### src/rtl/sat_updown_counter_p_if.sv
`default_nettype none
// ============================================================================
// Module      : sat_updown_counter_p_if
// Description : Control/status bundle for sat_updown_counter_p.
//               The master drives load/a/step/up/dn/lo/hi/wrap/clr_flags.
//               The slave (the counter) returns q, at_max, at_min, ovf, unf,
//               evt and cfg_err.
// Revision    : 1.0 - initial release
// ============================================================================
interface sat_updown_counter_p_if #(
    parameter int WIDTH = 8
);
    logic             load;
    logic [WIDTH-1:0] a;
    logic [WIDTH-1:0] step;
    logic             up;
    logic             dn;
    logic [WIDTH-1:0] lo;
    logic [WIDTH-1:0] hi;
    logic             wrap;
    logic             clr_flags;
    logic [WIDTH-1:0] q;
    logic             at_max;
    logic             at_min;
    logic             ovf;
    logic             unf;
    logic             evt;
    logic             cfg_err;

    modport master (
        output load, a, step, up, dn, lo, hi, wrap, clr_flags,
        input  q, at_max, at_min, ovf, unf, evt, cfg_err
    );

    modport slave (
        input  load, a, step, up, dn, lo, hi, wrap, clr_flags,
        output q, at_max, at_min, ovf, unf, evt, cfg_err
    );
endinterface
`default_nettype wire

### src/rtl/sat_updown_counter_p.sv
`default_nettype none
// ============================================================================
// Module      : sat_updown_counter_p
// Description : Signed up/down counter with runtime bounds [lo, hi].
//               Each enabled cycle adds (up) or subtracts (dn) a signed step.
//               An overshoot either saturates at the crossed bound or wraps
//               to the opposite bound, depending on wrap.
// Ports       : clk, rst        - clock, synchronous active-high reset
//               bus (slave)     - load/a        : load clamped value
//                                 step/up/dn    : signed step control
//                                 lo/hi         : inclusive signed bounds
//                                 wrap          : 0 saturate, 1 wrap
//                                 clr_flags     : clear sticky ovf/unf
//                                 q             : registered count
//                                 at_max/at_min : q at hi / lo
//                                 ovf/unf       : sticky overshoot flags
//                                 evt           : one-cycle event pulse
//                                 cfg_err       : lo > hi
// Revision    : 1.0 - initial release
// ============================================================================
module sat_updown_counter_p #(
    parameter int WIDTH = 8
) (
    input  wire                    clk,
    input  wire                    rst,
    sat_updown_counter_p_if.slave  bus
);
    // Two guard bits: q +/- step cannot overflow, and -(most-negative) is exact.
    localparam int XW = WIDTH + 2;

    logic [WIDTH-1:0] r_q;
    logic             r_ovf;
    logic             r_unf;
    logic             r_evt;

    logic signed [XW-1:0] w_q_x;
    logic signed [XW-1:0] w_a_x;
    logic signed [XW-1:0] w_step_x;
    logic signed [XW-1:0] w_lo_x;
    logic signed [XW-1:0] w_hi_x;
    logic signed [XW-1:0] w_r_x;
    logic                 w_step_en;
    logic                 w_cfg_err;

    logic [WIDTH-1:0] w_q_nxt;
    logic             w_ovf_nxt;
    logic             w_unf_nxt;
    logic             w_evt_nxt;

    assign w_q_x    = {{2{r_q[WIDTH-1]}},      r_q};
    assign w_a_x    = {{2{bus.a[WIDTH-1]}},    bus.a};
    assign w_step_x = {{2{bus.step[WIDTH-1]}}, bus.step};
    assign w_lo_x   = {{2{bus.lo[WIDTH-1]}},   bus.lo};
    assign w_hi_x   = {{2{bus.hi[WIDTH-1]}},   bus.hi};

    assign w_step_en = bus.up ^ bus.dn;
    assign w_r_x     = bus.up ? (w_q_x + w_step_x) : (w_q_x - w_step_x);
    assign w_cfg_err = (w_lo_x > w_hi_x);

    always_comb begin
        w_q_nxt   = r_q;
        w_ovf_nxt = r_ovf & ~bus.clr_flags;
        w_unf_nxt = r_unf & ~bus.clr_flags;
        w_evt_nxt = 1'b0;

        if (w_cfg_err) begin
            // Inconsistent bounds: freeze the count, only clr_flags acts.
            w_q_nxt = r_q;
        end else if (bus.load) begin
            if (w_a_x > w_hi_x)
                w_q_nxt = bus.hi;
            else if (w_a_x < w_lo_x)
                w_q_nxt = bus.lo;
            else
                w_q_nxt = bus.a;
        end else if (w_step_en) begin
            if (w_r_x > w_hi_x) begin
                w_q_nxt   = bus.wrap ? bus.lo : bus.hi;
                w_ovf_nxt = 1'b1;   // set wins over a simultaneous clear
                w_evt_nxt = 1'b1;
            end else if (w_r_x < w_lo_x) begin
                w_q_nxt   = bus.wrap ? bus.hi : bus.lo;
                w_unf_nxt = 1'b1;
                w_evt_nxt = 1'b1;
            end else begin
                w_q_nxt = w_r_x[WIDTH-1:0];
            end
        end else if (w_q_x > w_hi_x) begin
            // Bounds moved under an idle counter: pull q in silently.
            w_q_nxt = bus.hi;
        end else if (w_q_x < w_lo_x) begin
            w_q_nxt = bus.lo;
        end
    end

    always_ff @(posedge clk) begin
        if (rst) begin
            r_q   <= '0;
            r_ovf <= 1'b0;
            r_unf <= 1'b0;
            r_evt <= 1'b0;
        end else begin
            r_q   <= w_q_nxt;
            r_ovf <= w_ovf_nxt;
            r_unf <= w_unf_nxt;
            r_evt <= w_evt_nxt;
        end
    end

    assign bus.q       = r_q;
    assign bus.ovf     = r_ovf;
    assign bus.unf     = r_unf;
    assign bus.evt     = r_evt;
    assign bus.at_max  = (r_q == bus.hi);
    assign bus.at_min  = (r_q == bus.lo);
    assign bus.cfg_err = w_cfg_err;
endmodule
`default_nettype wire

### src/flat_wrapper.sv
// flat-port wrapper written by rule: the top's interface ports become plain ports
module sat_updown_counter_p_flat 
#(
    parameter int WIDTH = 8
)
  (clk, rst, bus_load, bus_a, bus_step, bus_up, bus_dn, bus_lo, bus_hi, bus_wrap, bus_clr_flags, bus_q, bus_at_max, bus_at_min, bus_ovf, bus_unf, bus_evt, bus_cfg_err);
  sat_updown_counter_p_if #(.WIDTH(WIDTH)) bus_i ();
  input  wire clk;
  input  wire rst;
  input wire logic [$bits(bus_i.load)-1:0] bus_load;
  input wire logic [$bits(bus_i.a)-1:0] bus_a;
  input wire logic [$bits(bus_i.step)-1:0] bus_step;
  input wire logic [$bits(bus_i.up)-1:0] bus_up;
  input wire logic [$bits(bus_i.dn)-1:0] bus_dn;
  input wire logic [$bits(bus_i.lo)-1:0] bus_lo;
  input wire logic [$bits(bus_i.hi)-1:0] bus_hi;
  input wire logic [$bits(bus_i.wrap)-1:0] bus_wrap;
  input wire logic [$bits(bus_i.clr_flags)-1:0] bus_clr_flags;
  output wire logic [$bits(bus_i.q)-1:0] bus_q;
  output wire logic [$bits(bus_i.at_max)-1:0] bus_at_max;
  output wire logic [$bits(bus_i.at_min)-1:0] bus_at_min;
  output wire logic [$bits(bus_i.ovf)-1:0] bus_ovf;
  output wire logic [$bits(bus_i.unf)-1:0] bus_unf;
  output wire logic [$bits(bus_i.evt)-1:0] bus_evt;
  output wire logic [$bits(bus_i.cfg_err)-1:0] bus_cfg_err;
  assign bus_i.load = bus_load;
  assign bus_i.a = bus_a;
  assign bus_i.step = bus_step;
  assign bus_i.up = bus_up;
  assign bus_i.dn = bus_dn;
  assign bus_i.lo = bus_lo;
  assign bus_i.hi = bus_hi;
  assign bus_i.wrap = bus_wrap;
  assign bus_i.clr_flags = bus_clr_flags;
  assign bus_q = bus_i.q;
  assign bus_at_max = bus_i.at_max;
  assign bus_at_min = bus_i.at_min;
  assign bus_ovf = bus_i.ovf;
  assign bus_unf = bus_i.unf;
  assign bus_evt = bus_i.evt;
  assign bus_cfg_err = bus_i.cfg_err;
  sat_updown_counter_p #(.WIDTH(WIDTH)) u_core (.clk(clk), .rst(rst), .bus(bus_i));
endmodule
### config.mk
export PLATFORM = sky130hd
export DESIGN_NAME = sat_updown_counter_p_flat
export DESIGN_NICKNAME = d
export VERILOG_FILES = /design/src/rtl/sat_updown_counter_p_if.sv /design/src/rtl/sat_updown_counter_p.sv /design/src/flat_wrapper.sv
export SDC_FILE = /design/constraint.sdc
export NUM_CORES = 1
export LEC_CHECK = 0
export ABC_AREA = 1
export CORE_UTILIZATION = 25
export CTS_CLUSTER_SIZE = 16
export DETAILED_ROUTE_END_ITERATION = 7
export GPL_TIMING_DRIVEN = 0
export PLACE_DENSITY_LB_ADDON = 0.15
export RECOVER_POWER = 25
export SLEW_MARGIN = 25
export SYNTH_ARGS = -nofsm -noshare
export SYNTH_HDL_FRONTEND = slang
export SYNTH_SLANG_ARGS = --single-unit
### constraint.sdc
create_clock -name clk -period 4.4 [get_ports clk]
set_input_delay 0.88 -clock clk [delete_from_list [all_inputs] [get_ports clk]]
set_output_delay 0.88 -clock clk [all_outputs]
set_load 0.03 [all_outputs]
After elaboration in Yosys (flattened, before gate mapping). Index checks and enable logic that the tools add are counted.

Logic and storage cells: 46. Bits in registers: 11. Output and inout port bits: 14. Input bits: 39.

Magnitude comparators: 7. Multiplexer cells: 22. Add/subtract/negate cells: 2. Bitwise operators: 6. Eq/ne operators: 2. Reductions and logical operators: 3.

Operators by type and width (number): 8-bit two-way mux (10); 8-bit > comparator (3); 8-bit equality test (2); 8-bit < comparator (2); 1-bit two-way mux (11); 10-bit by 8-bit > comparator with 1-bit output (1); 10-bit by 8-bit < comparator with 1-bit output (1); 10-bit two-way mux (1); 8-bit by 8-bit adder with 9-bit output (1); 8-bit by 8-bit subtractor with 9-bit output (1); 4-bit nonzero test (1); 4-bit OR reduction (1); 1-bit NOT (3); 1-bit bitwise AND (2); 2-bit AND reduction (1); 1-bit bitwise XOR (1).

Logic depth before layout (Yosys ltp). Gate-level depths: netlist (run 1).

Word-level depth: 8. Depth in mapped cells: 27. Mapped depth without buffers: 27.

Worst setup path before layout (run 1). No wires, ideal clock.

Kind: input port to flip-flop. Start: input port bus_step[0]. End: register u_core.r_q[6], in the netlist u_core.bus.q[6]. Data arrival time: 3.816 ns. Setup slack: 0.468 ns. Stages: 22. Required time: 4.285 ns. Cell sequence: inv_1 ha_1 nand2_1 o21ai_0 fa_1 nand4_1 nand3_1 nand2_1 nand2_1 a21oi_1 xor2_1 ha_1 a21oi_1 nand3_2 nand2_4 nand2_4 nand2_1 nand3_1 nand2_1 nand3_1 nor2_1 nor2_1.

Word-level cells in the longest chain between the ends: 7. Elaborated cells between the ends (all ways): 9.

Ends and longest elaborated chain: start, declared (line flat_wrapper.sv:12) `input wire logic [$bits(bus_i.step)-1:0] bus_step;`; 8-bit by 8-bit subtractor with 9-bit output / 8-bit by 8-bit adder with 9-bit output (equally long branches) (line sat_updown_counter_p.sv:57) `assign w_r_x = bus.up ? (w_q_x + w_step_x) : (w_q_x - w_step_x);`; 10-bit two-way mux (*) (line sat_updown_counter_p.sv:57); 10-bit by 8-bit < comparator with 1-bit output (line sat_updown_counter_p.sv:81) `end else if (w_r_x < w_lo_x) begin`; 8-bit two-way mux (line sat_updown_counter_p.sv:81); 8-bit two-way mux (*) (line sat_updown_counter_p.sv:77) `if (w_r_x > w_hi_x) begin`; 8-bit two-way mux (*) (line sat_updown_counter_p.sv:76) `end else if (w_step_en) begin`; 8-bit two-way mux (*) (line sat_updown_counter_p.sv:69) `end else if (bus.load) begin`; end signal, assigned (line sat_updown_counter_p.sv:103) `r_q <= w_q_nxt;`; end, declared (line sat_updown_counter_p.sv:31) `logic [WIDTH-1:0] r_q;`.

Mark *: on every way between the ends. The rest lies on a longest branch, timed or not. A chain may end at the register's enable or synchronous reset.

Worst setup path in the final report (run 1).
Start: input port bus_step[5]. End: register u_core.r_q[7], in the netlist u_core.bus.q[7].

Same word-level chain as after synthesis.

==> reports/metrics.cfg, run 1 <==
[outcome]
status=complete, no violations

[global_routing]
grt_pass1_vias=3736
track_usage_pct=18.6
grt_max_degree=11
antenna_found_initial=0
grt_first_pass_wirelength_um=19300
grt-ovfl-total=0

[floorplanning]
rows=41
core_area_mm2=0.0127
die_height_um=117
dieWidth_um=117
die_area_mm2=0.0136
io_pins=53
start_util_pct=25.9

[routing]
drc_errors=0
dr.pass1.iters=5
vias=3885
wl_per_cell_um=15.3
wl_um=12200
avgViaCountPerCell=4.87
final_antenna_net_count=0
initialDrtViolationCount=164

[yosys]
synth-seq-cells=11
ys_warn_count=0
ys_seq_area_share_pct=6.69
synthesis.area_mm2=0.00329
synth_cells=553
synth.distinct_cells=36
netlist.area_leader.share_pct=25.1
synth_fp_nets=659
syn_area_per_cell_um2=5.95
yosys.area.top_type=ha_1
synth_area_leaders=ha_1 (25%), nand2_1 (16%), nand3_1 (13%), inv_1 (9.6%), dfxtp_1 (6.7%)

[sta]
fmax_mhz=243
fin_crit_sh_pct=93.6
finalCriticalPeriod_ps=4120
finalSetupViolCount=0
slew_headroom_pct=61.4
tns_ps=0
hold_ws_ps=462
slew_violations=0
rsz0062_at_grt=no
tightestPinTransition_ps=576
skew_ps=4.75
hold_viol_final=0

[setup_path]
crit_buf_inv=6
crit_arrival_ps=4240
worst_setup_path_end_kind=register
crit_path_frequent_cell=nand2_1
max_stage_delay_ps=490
start_kind=input pin
critical_path_class=input pin to register
crit_fanout=8
slowest_stage=clkdlybuf4s50_1
path_delay_family=simple AND/OR/NAND/NOR gates
critPathRequiredTime_ps=4520

[clocking]
ctsHoldBuffers=0
numCtsBuffers=3
clkSlewWorstSetupHoldPaths_ps=40
insertion_delay_ps=230
cts_tree=yes
clock-sinks=11
cts.path.max_buffers=2
h-tree-depth=1
cts_root_buffer=clkbuf_16

[final_layout]
n_fill_cell=1451
layout_commonest_cell=nand2_1
drive_above_1_share_pct=10.9
final_cell_count_no_fill=798
layout_common_cells=nand2_1 (139), nand3_1 (86), inv_1 (83), ha_1 (63), clkdlybuf4s50_1 (39)
nets=733
final_util_pct=34.3
area_growth_pct=32.4
antennaDiodeCount=0

[power]
total_power_mw=1.52
ir_drop_mv=0.122
leakagePower_nw=2.31
power_density_mw_per_mm2=348

[placement]
gp_congestion=0.915
io_buffers=52
place_inst=777
dp_hpwl_um=9670

[run]
max_cap_violations=0

[hold_path]
hp-class=register to register

## routing by layer
| layer | up-vias | part of all wire, % | track usage [%] |
|---|---|---|---|
| li1 | 1997 | - | - |
| met1 | 1778 | 48 | 25.3 |
| met2 | 88 | 46 | 31.4 |
| met3 | 22 | 3.7 | 1.30 |
| met4 | 0 | 2.2 | 4.89 |
| met5 | - | 0 | 0 |
## registers in the layout (all words and copies together) (netlist names)
signal / count
u_core.bus.evt: 1
u_core.bus.ovf: 1
u_core.bus.q: 8
u_core.bus.unf: 1
## area by class of cell
cell class | instances | area (um^2) | area share [%]
timing repair buffer | 67 | 633 | 14.5
inverter | 86 | 323 | 7.41
tap | 172 | 215 | 4.94
sequential | 11 | 220 | 5.05
buffer | 8 | 47.5 | 1.09
clock buffer | 4 | 78.8 | 1.81
multi-input combinational | 450 | 2840 | 65.2
## report_power, final
group / internal [mW] / switching [mW]
combinational: 0.478 / 0.732
clock: 0.121 / 0.0390
sequential: 0.116 / 0.0323
total: 0.715 / 0.803
## metrics by stage
step | cell area, um^2 | setup WS [ps]
after global placement | 4030 | -653
after detailed placement | 4030 | -734
after CTS | 4310 | 5.33
after global routing | 4360 | 18.0
after floorplan | 3290 | 468
final | 4360 | 281
## cell usage after synthesis
cell type and count:
nand2_1 144, nand3_1 86, inv_1 84, ha_1 66, a21oi_1 32, nor2_1 30, o21ai_0 26, dfxtp_1 11
o21ai_1 9, xor2_1 9, nor3_1 8, nand4_1 7, a21oi_2 5, clkbuf_1 4, buf_2 3, inv_2 2
nand2_2 2, nand2_4 2, nand3_2 2, nor3b_1 2, o21ai_2 2, or2_2 2, xnor2_1 2, a21boi_0 1
a21oi_4 1, a22oi_1 1, and3_1 1, buf_6 1, fa_1 1, nand3b_1 1, nand4_4 1, nor2_4 1
nor3_2 1, nor4_1 1, o21bai_1 1, xor2_2 1
## worst paths after layout
path                            cells past startpoint  slack (ps)            start               to
worst max-delay path                               26         280      bus_step[5]  u_core.bus.q[7]
worst min-delay path                                2         460   u_core.bus.unf   u_core.bus.unf
worst max register to register                     20        1120  u_core.bus.q[0]  u_core.bus.q[5]
worst min register to register                      2         460   u_core.bus.unf   u_core.bus.unf
## logic make-up after synthesis
| logic type | Yosys count | synth area share, % |
|---|---|---|
| compound gates | 78 | 13.2 |
| xor+xnor | 12 | 3.42 |
| fa+ha+maj | 67 | 25.7 |
| buf+inv | 94 | 11.1 |
| flops | 11 | 6.69 |
| simple gates | 291 | 39.9 |
## worst reg2reg max path: stages, from the launching register on
cell     delay [ps]
dfxtp_1         330
ha_1            240
fa_2            390
nand4_1         160
nand3_1          90
nand2_1          80
nand2_1          60
a21oi_1         150
xor2_1          150
buf_4           160
ha_4            210
buf_4           140
a21oi_4         160
buf_6           140
nand4_2         130
nand3_1         120
nand3_1          90
nand2_2          80
nand3_1          90
nor2_2          150
nor2_1           50
## timing repair
action	4_1_cts	5_1_grt
setup buffers	11	3
endpoints found under the setup margin	12	11
pin swaps	9	4
gates cloned	3	0
gates resized for setup	23	18
No activity file was read; power rests on OpenSTA's default activity.
==> run 2: changes to the inputs <==
CORE_UTILIZATION = 45   (was 25)
==> reports/metrics.cfg, run 2 (synthesized netlist as in run 1, its figures left out) <==
[power]
switchingPower_mw=0.786  ; -2.1%
p_seq_share_pct=10.1  ; +0.3 points
leakagePower_nw=2.29  ; -0.78%
internal_power_mw=0.667  ; -6.7%
pwr-share-comb_pct=83.0  ; +3.3 points
power_density_mw_per_mm2=346  ; -0.67%
swShare_pct=54.1  ; +1.2 points
power.share.clock_pct=6.9  ; -3.6 points
total_power_mw=1.45  ; -4.3%
ir_drop_mv=0.209  ; +72%

[setup_path]
slowest_stage=ha_1
critical_path_class=input pin to register
crit_path_frequent_cell=nand2_1
max_stage_delay_ps=340  ; -150 ps
start_kind=input pin
critPathRequiredTime_ps=4530  ; about the same
crit_fanout=7  ; -1
worst_setup_path_end_kind=register
crit_arrival_ps=4330  ; +90 ps

[final_layout]
layout_commonest_cell=nand2_1
layout_common_cells=nand2_1 (140), nand3_1 (86), inv_1 (83), ha_1 (64), clkdlybuf4s50_1 (40)
largest_reg_flops=8  ; unchanged
nets=731  ; -0.27%
n_fill_cell=675  ; -53%
area_growth_pct=27.6
drive_above_1_share_pct=10.4  ; -0.45 points
antennaDiodeCount=0  ; unchanged
final_util_pct=60.5  ; +26 points

[sta]
fin_crit_sh_pct=95.4  ; +1.8 points
hold_viol_final=0  ; unchanged
rsz0062_at_grt=yes
skew_ps=0.667  ; -4.08 ps
finalCriticalPeriod_ps=4200  ; +78.5 ps
tightestPinTransition_ps=585  ; +9.04 ps
fmax_mhz=238  ; -1.9%
tns_ps=0  ; unchanged
slew_headroom_pct=60.8  ; -0.61 points
postLayoutSetupSlackWorst_ps=202  ; -78.5 ps
finalSetupViolCount=0  ; unchanged
slew_violations=0  ; unchanged
hold_ws_ps=465  ; +2.35 ps

[global_routing]
antenna_found_initial=0  ; unchanged
grt_pass1_vias=3583  ; -4.1%
track_usage_pct=29.3  ; +11 points
grt_max_degree=11  ; unchanged
grt-ovfl-total=0  ; unchanged
grt_first_pass_wirelength_um=17300  ; -10%

[routing]
drc_errors=0  ; unchanged
vias=3910  ; +0.64%
final_antenna_net_count=0  ; unchanged
avgViaCountPerCell=5.43  ; +12%
wl_um=11000  ; -10%
initialDrtViolationCount=302  ; +84%
dr.pass1.iters=5  ; unchanged
wl_per_cell_um=15.2  ; -0.45%

[floorplanning]
rows=30  ; -27%
die_area_mm2=0.00766  ; -44%
core_area_mm2=0.00694  ; -45%
die_height_um=87.5  ; -25%
io_pins=53  ; unchanged
dieWidth_um=87.5  ; -25%
start_util_pct=47.4  ; +22 points

[clocking]
cts.path.max_buffers=2  ; unchanged
clock-sinks=11  ; unchanged
cts_tree=yes
cts_root_buffer=clkbuf_8
h-tree-depth=1  ; unchanged
insertion_delay_ps=230  ; about the same
numCtsBuffers=3  ; unchanged
clkSlewWorstSetupHoldPaths_ps=50  ; about the same

[placement]
dp_slack_ps=-657  ; +76.3 ps
gp_congestion=0.932  ; +1.8%
io_buffers=52  ; unchanged
dp_hpwl_um=8700  ; -10%

[outcome]
status=complete, no violations

[hold_path]
hp-class=register to register

[run]
max_cap_violations=0  ; unchanged

-- run 2: cell types whose count changed in the layout (fill, tap and decap cells not counted), moves of 2 or more --
cell	delta
a21oi_1	-2
a21oi_2	+2
o21ai_1	-2
clkbuf_16	-3
clkbuf_8	+3
-- run 2: path summary, 6_finish.rpt --
| kind | slack, ps | cells past startpoint | startpoint | end |
|---|---|---|---|---|
| max | 200 | 25 | bus_step[1] | u_core.bus.q[1] |
| min | 460 | 2 | u_core.bus.unf | u_core.bus.unf |
| max reg2reg | 1080 | 21 | u_core.bus.q[0] | u_core.bus.q[1] |
| min reg2reg | 460 | 2 | u_core.bus.unf | u_core.bus.unf |
-- run 2: power groups by stage --
stage | clock network [mW] | logic [mW] | registers, mW
finish | 0.101 | 1.21 | 0.147
global route | 0.105 | 1.34 | 0.149
CTS | 0.101 | 1.16 | 0.147
detailed placement | 0 | 1.03 | 0.149
global placement | 0 | 1.00 | 0.148
floorplan | 0 | 0.727 | 0.167
-- run 2: metrics by stage --
stage / cell area [um^2] / cells
after floorplan: 3290 / 553
after global placement: 3930 / 701
after detailed placement: 3930 / 701
after CTS: 4140 / 717
after global routing: 4200 / 720
final: 4200 / 720
-- run 2: repair_timing --
item	in CTS	in global routing
endpoints found under the setup margin	11	12
gates resized for setup	21	16
gates cloned	1	0
pin swaps	14	6
hold buffers	0	0
buffers inserted	11	3
-- run 2: layout make-up --
cell class              count  area [um^2]  area share [%]
multi-input cells         449         2810            66.9
repair buffers             66          636            15.1
inverters                  86          323            7.69
flip-flops and latches     11          220            5.24
well taps                  96          120            2.86
plain buffers               8         47.5            1.13
clock buffers               4         45.0            1.07
-- run 2: routing by layer --
metal	part of all wire [%]	GRT usage (%)	vias to the layer above
li1	-	-	1979
met1	41	38.6	1733
met2	47	50.1	171
met3	9.1	3.89	27
met4	2.6	8.20	0
met5	0	0	-
-- run 2: worst max-delay path, delay by kind of cell --
| family | cells | cell delay, ps |
|---|---|---|
| simple gates | 15 | 1560 |
| compound gates | 1 | 120 |
| buf+inv | 4 | 610 |
| xor+xnor | 2 | 360 |
| fa+ha+maj | 3 | 740 |
==> run 3: changes to the inputs <==
PLACE_DENSITY = 0.69   (was default)
PLACE_DENSITY_LB_ADDON = default   (was 0.15)
==> reports/metrics.cfg, run 3 (synthesized netlist as in run 1, its figures left out) <==
[outcome]
status=complete, no violations

[run]
max_cap_violations=0  ; unchanged

[power]
ir_drop_mv=0.146  ; -30%
leakagePower_nw=2.27  ; -0.94%
power_density_mw_per_mm2=337  ; -2.6%

[setup_path]
r2r_cells=21  ; unchanged
worst_setup_path_end_kind=primary output
startpoint=bus_hi[4]
max_stage_delay_ps=550  ; +210 ps
timing.rr.start=u_core.bus.q[0]
start_kind=input pin
critPathRequiredTime_ps=3520  ; -1010 ps
crit_arrival_ps=3320  ; -1010 ps
r2r_slack_ps=1090  ; about the same
path_cells=clkdlybuf4s50_1 -> inv_1 -> ha_1 -> and3_1 -> a21boi_0 -> nand2_1 -> o21ai_1 -> dlygate4sd2_1
crit_end=bus_cfg_err
critical_path_class=input pin to primary output
timing.rr.end=u_core.bus.q[6]
slowest_stage=clkdlybuf4s50_1
crit_fanout=6  ; -1

[floorplanning]
core_area_mm2=0.00694  ; unchanged
die_height_um=87.5  ; unchanged
start_util_pct=47.4  ; unchanged
rows=30  ; unchanged
dieWidth_um=87.5  ; unchanged
io_pins=53  ; unchanged
die_area_mm2=0.00766  ; unchanged

[sta]
fin_crit_sh_pct=95.5  ; +0.14 points
fmax_mhz=238  ; -0.15%
slew_violations=0  ; unchanged
hold_ws_ps=462  ; -3.10 ps
skew_ps=3.02  ; +2.36 ps
tightestPinTransition_ps=721  ; +136 ps
finalSetupViolCount=0  ; unchanged
finalCriticalPeriod_ps=4200  ; +6.12 ps
hold_viol_final=0  ; unchanged
slew_headroom_pct=51.6  ; -9.1 points

[clocking]
cts.path.max_buffers=2  ; unchanged
clock-sinks=11  ; unchanged
numCtsBuffers=3  ; unchanged
cts_root_buffer=clkbuf_8
clkSlewWorstSetupHoldPaths_ps=50  ; about the same
cts_tree=yes
insertion_delay_ps=230  ; about the same
h-tree-depth=1  ; unchanged

[placement]
io_buffers=52  ; unchanged
dp_hpwl_um=8790  ; +1.1%
place_inst=701  ; unchanged
gp_congestion=0.936  ; +0.43%

[final_layout]
nets=725  ; -0.82%
final_cell_count_no_fill=714  ; -0.83%
multi_input_area_mm2=0.00278  ; -1.2%
layout_common_cells=nand2_1 (140), nand3_1 (86), inv_1 (83), ha_1 (65), clkdlybuf4s50_1 (39)
n_fill_cell=726  ; +7.6%
antennaDiodeCount=0  ; unchanged
area_growth_pct=25.4
drive_above_1_share_pct=8.74  ; -1.7 points
layout_commonest_cell=nand2_1
seqCellArea_um2=220  ; unchanged
largest_reg_flops=8  ; unchanged

[routing]
avgViaCountPerCell=5.47  ; +0.74%
vias=3906  ; -0.10%
wl_um=11000  ; +0.58%
wl_per_cell_um=15.4  ; +1.4%
initialDrtViolationCount=315  ; +4.3%
final_antenna_net_count=0  ; unchanged
drc_errors=0  ; unchanged
dr.pass1.iters=7  ; +2

[global_routing]
grt_max_degree=11  ; unchanged
grt_pass1_vias=3336  ; -6.9%
antenna_found_initial=0  ; unchanged
grt-ovfl-total=0  ; unchanged
track_usage_pct=28.4  ; -0.96 points
grt_first_pass_wirelength_um=16700  ; -3.6%

[hold_path]
hp-class=register to register

run 3: worst max-delay path: cells and delay by family:
| kind | cells | cell delay (ps) |
|---|---|---|
| adder cells (fa/ha/maj) | 1 | 350 |
| AND/OR/NAND/NOR | 2 | 270 |
| AO/OA/AOI/OAI | 2 | 560 |
| buffers and inverters | 3 | 1260 |
run 3: per-layer routing:
metal / track usage [%] / up-vias / wire, um
met5: 0 / - / 0
met4: 5.37 / 0 / 137
met3: 0.664 / 13 / 739
met2: 49.2 / 160 / 5170
met1: 39.5 / 1761 / 4970
li1: - / 1972 / -
run 3: layout make-up:
| type | instances | area share (%) |
|---|---|---|
| timing repair buffer | 61 | 14.4 |
| tap | 96 | 2.91 |
| clock buffer | 4 | 1.09 |
| sequential | 11 | 5.34 |
| inverter | 86 | 7.83 |
| buffer | 8 | 1.15 |
| multi-input combinational | 448 | 67.3 |
run 3: through the flow:
step	setup WS (ps)	instance area, um^2	setup TNS, ps	total power, mW	util, %
floorplan	468	3290	0	0.895	-
global route	-16.2	4130	-16.2	1.53	59.4
global placement	-611	3930	-4810	1.15	56.6
finish	196	4130	0	1.39	59.4
CTS	-45.5	4060	-45.5	1.35	58.5
detailed placement	-744	3930	-6090	1.17	56.6
run 3: power breakdown:
group | switching (mW) | leakage [nW] | internal [mW] | total [mW]
Clock | 0.0332 | 0.0228 | 0.0632 | 0.0964
Sequential | 0.0300 | 0.0907 | 0.116 | 0.146
Combinational | 0.690 | 2.16 | 0.457 | 1.15
run 3: worst min-delay path by stage:
stage,start,end,slack [ps],depth (start not counted)
after detailed placement,u_core.bus.ovf,u_core.bus.ovf,450,2
after global routing,u_core.bus.ovf,u_core.bus.ovf,470,2
after global placement,u_core.bus.ovf,u_core.bus.ovf,460,2
after floorplan,u_core.bus.ovf,u_core.bus.ovf,580,2
after CTS,u_core.bus.ovf,u_core.bus.ovf,460,2
final,u_core.bus.ovf,u_core.bus.ovf,460,2
run 3: timing repair:
action / CTS / global route
gates cloned: 0 / 0
hold buffers: 0 / 0
hold endpoints to repair: 0 / 0
pin swaps: 2 / 5
resized for setup: 15 / 16
endpoints found under the setup margin: 12 / 11
setup buffers: 5 / 4
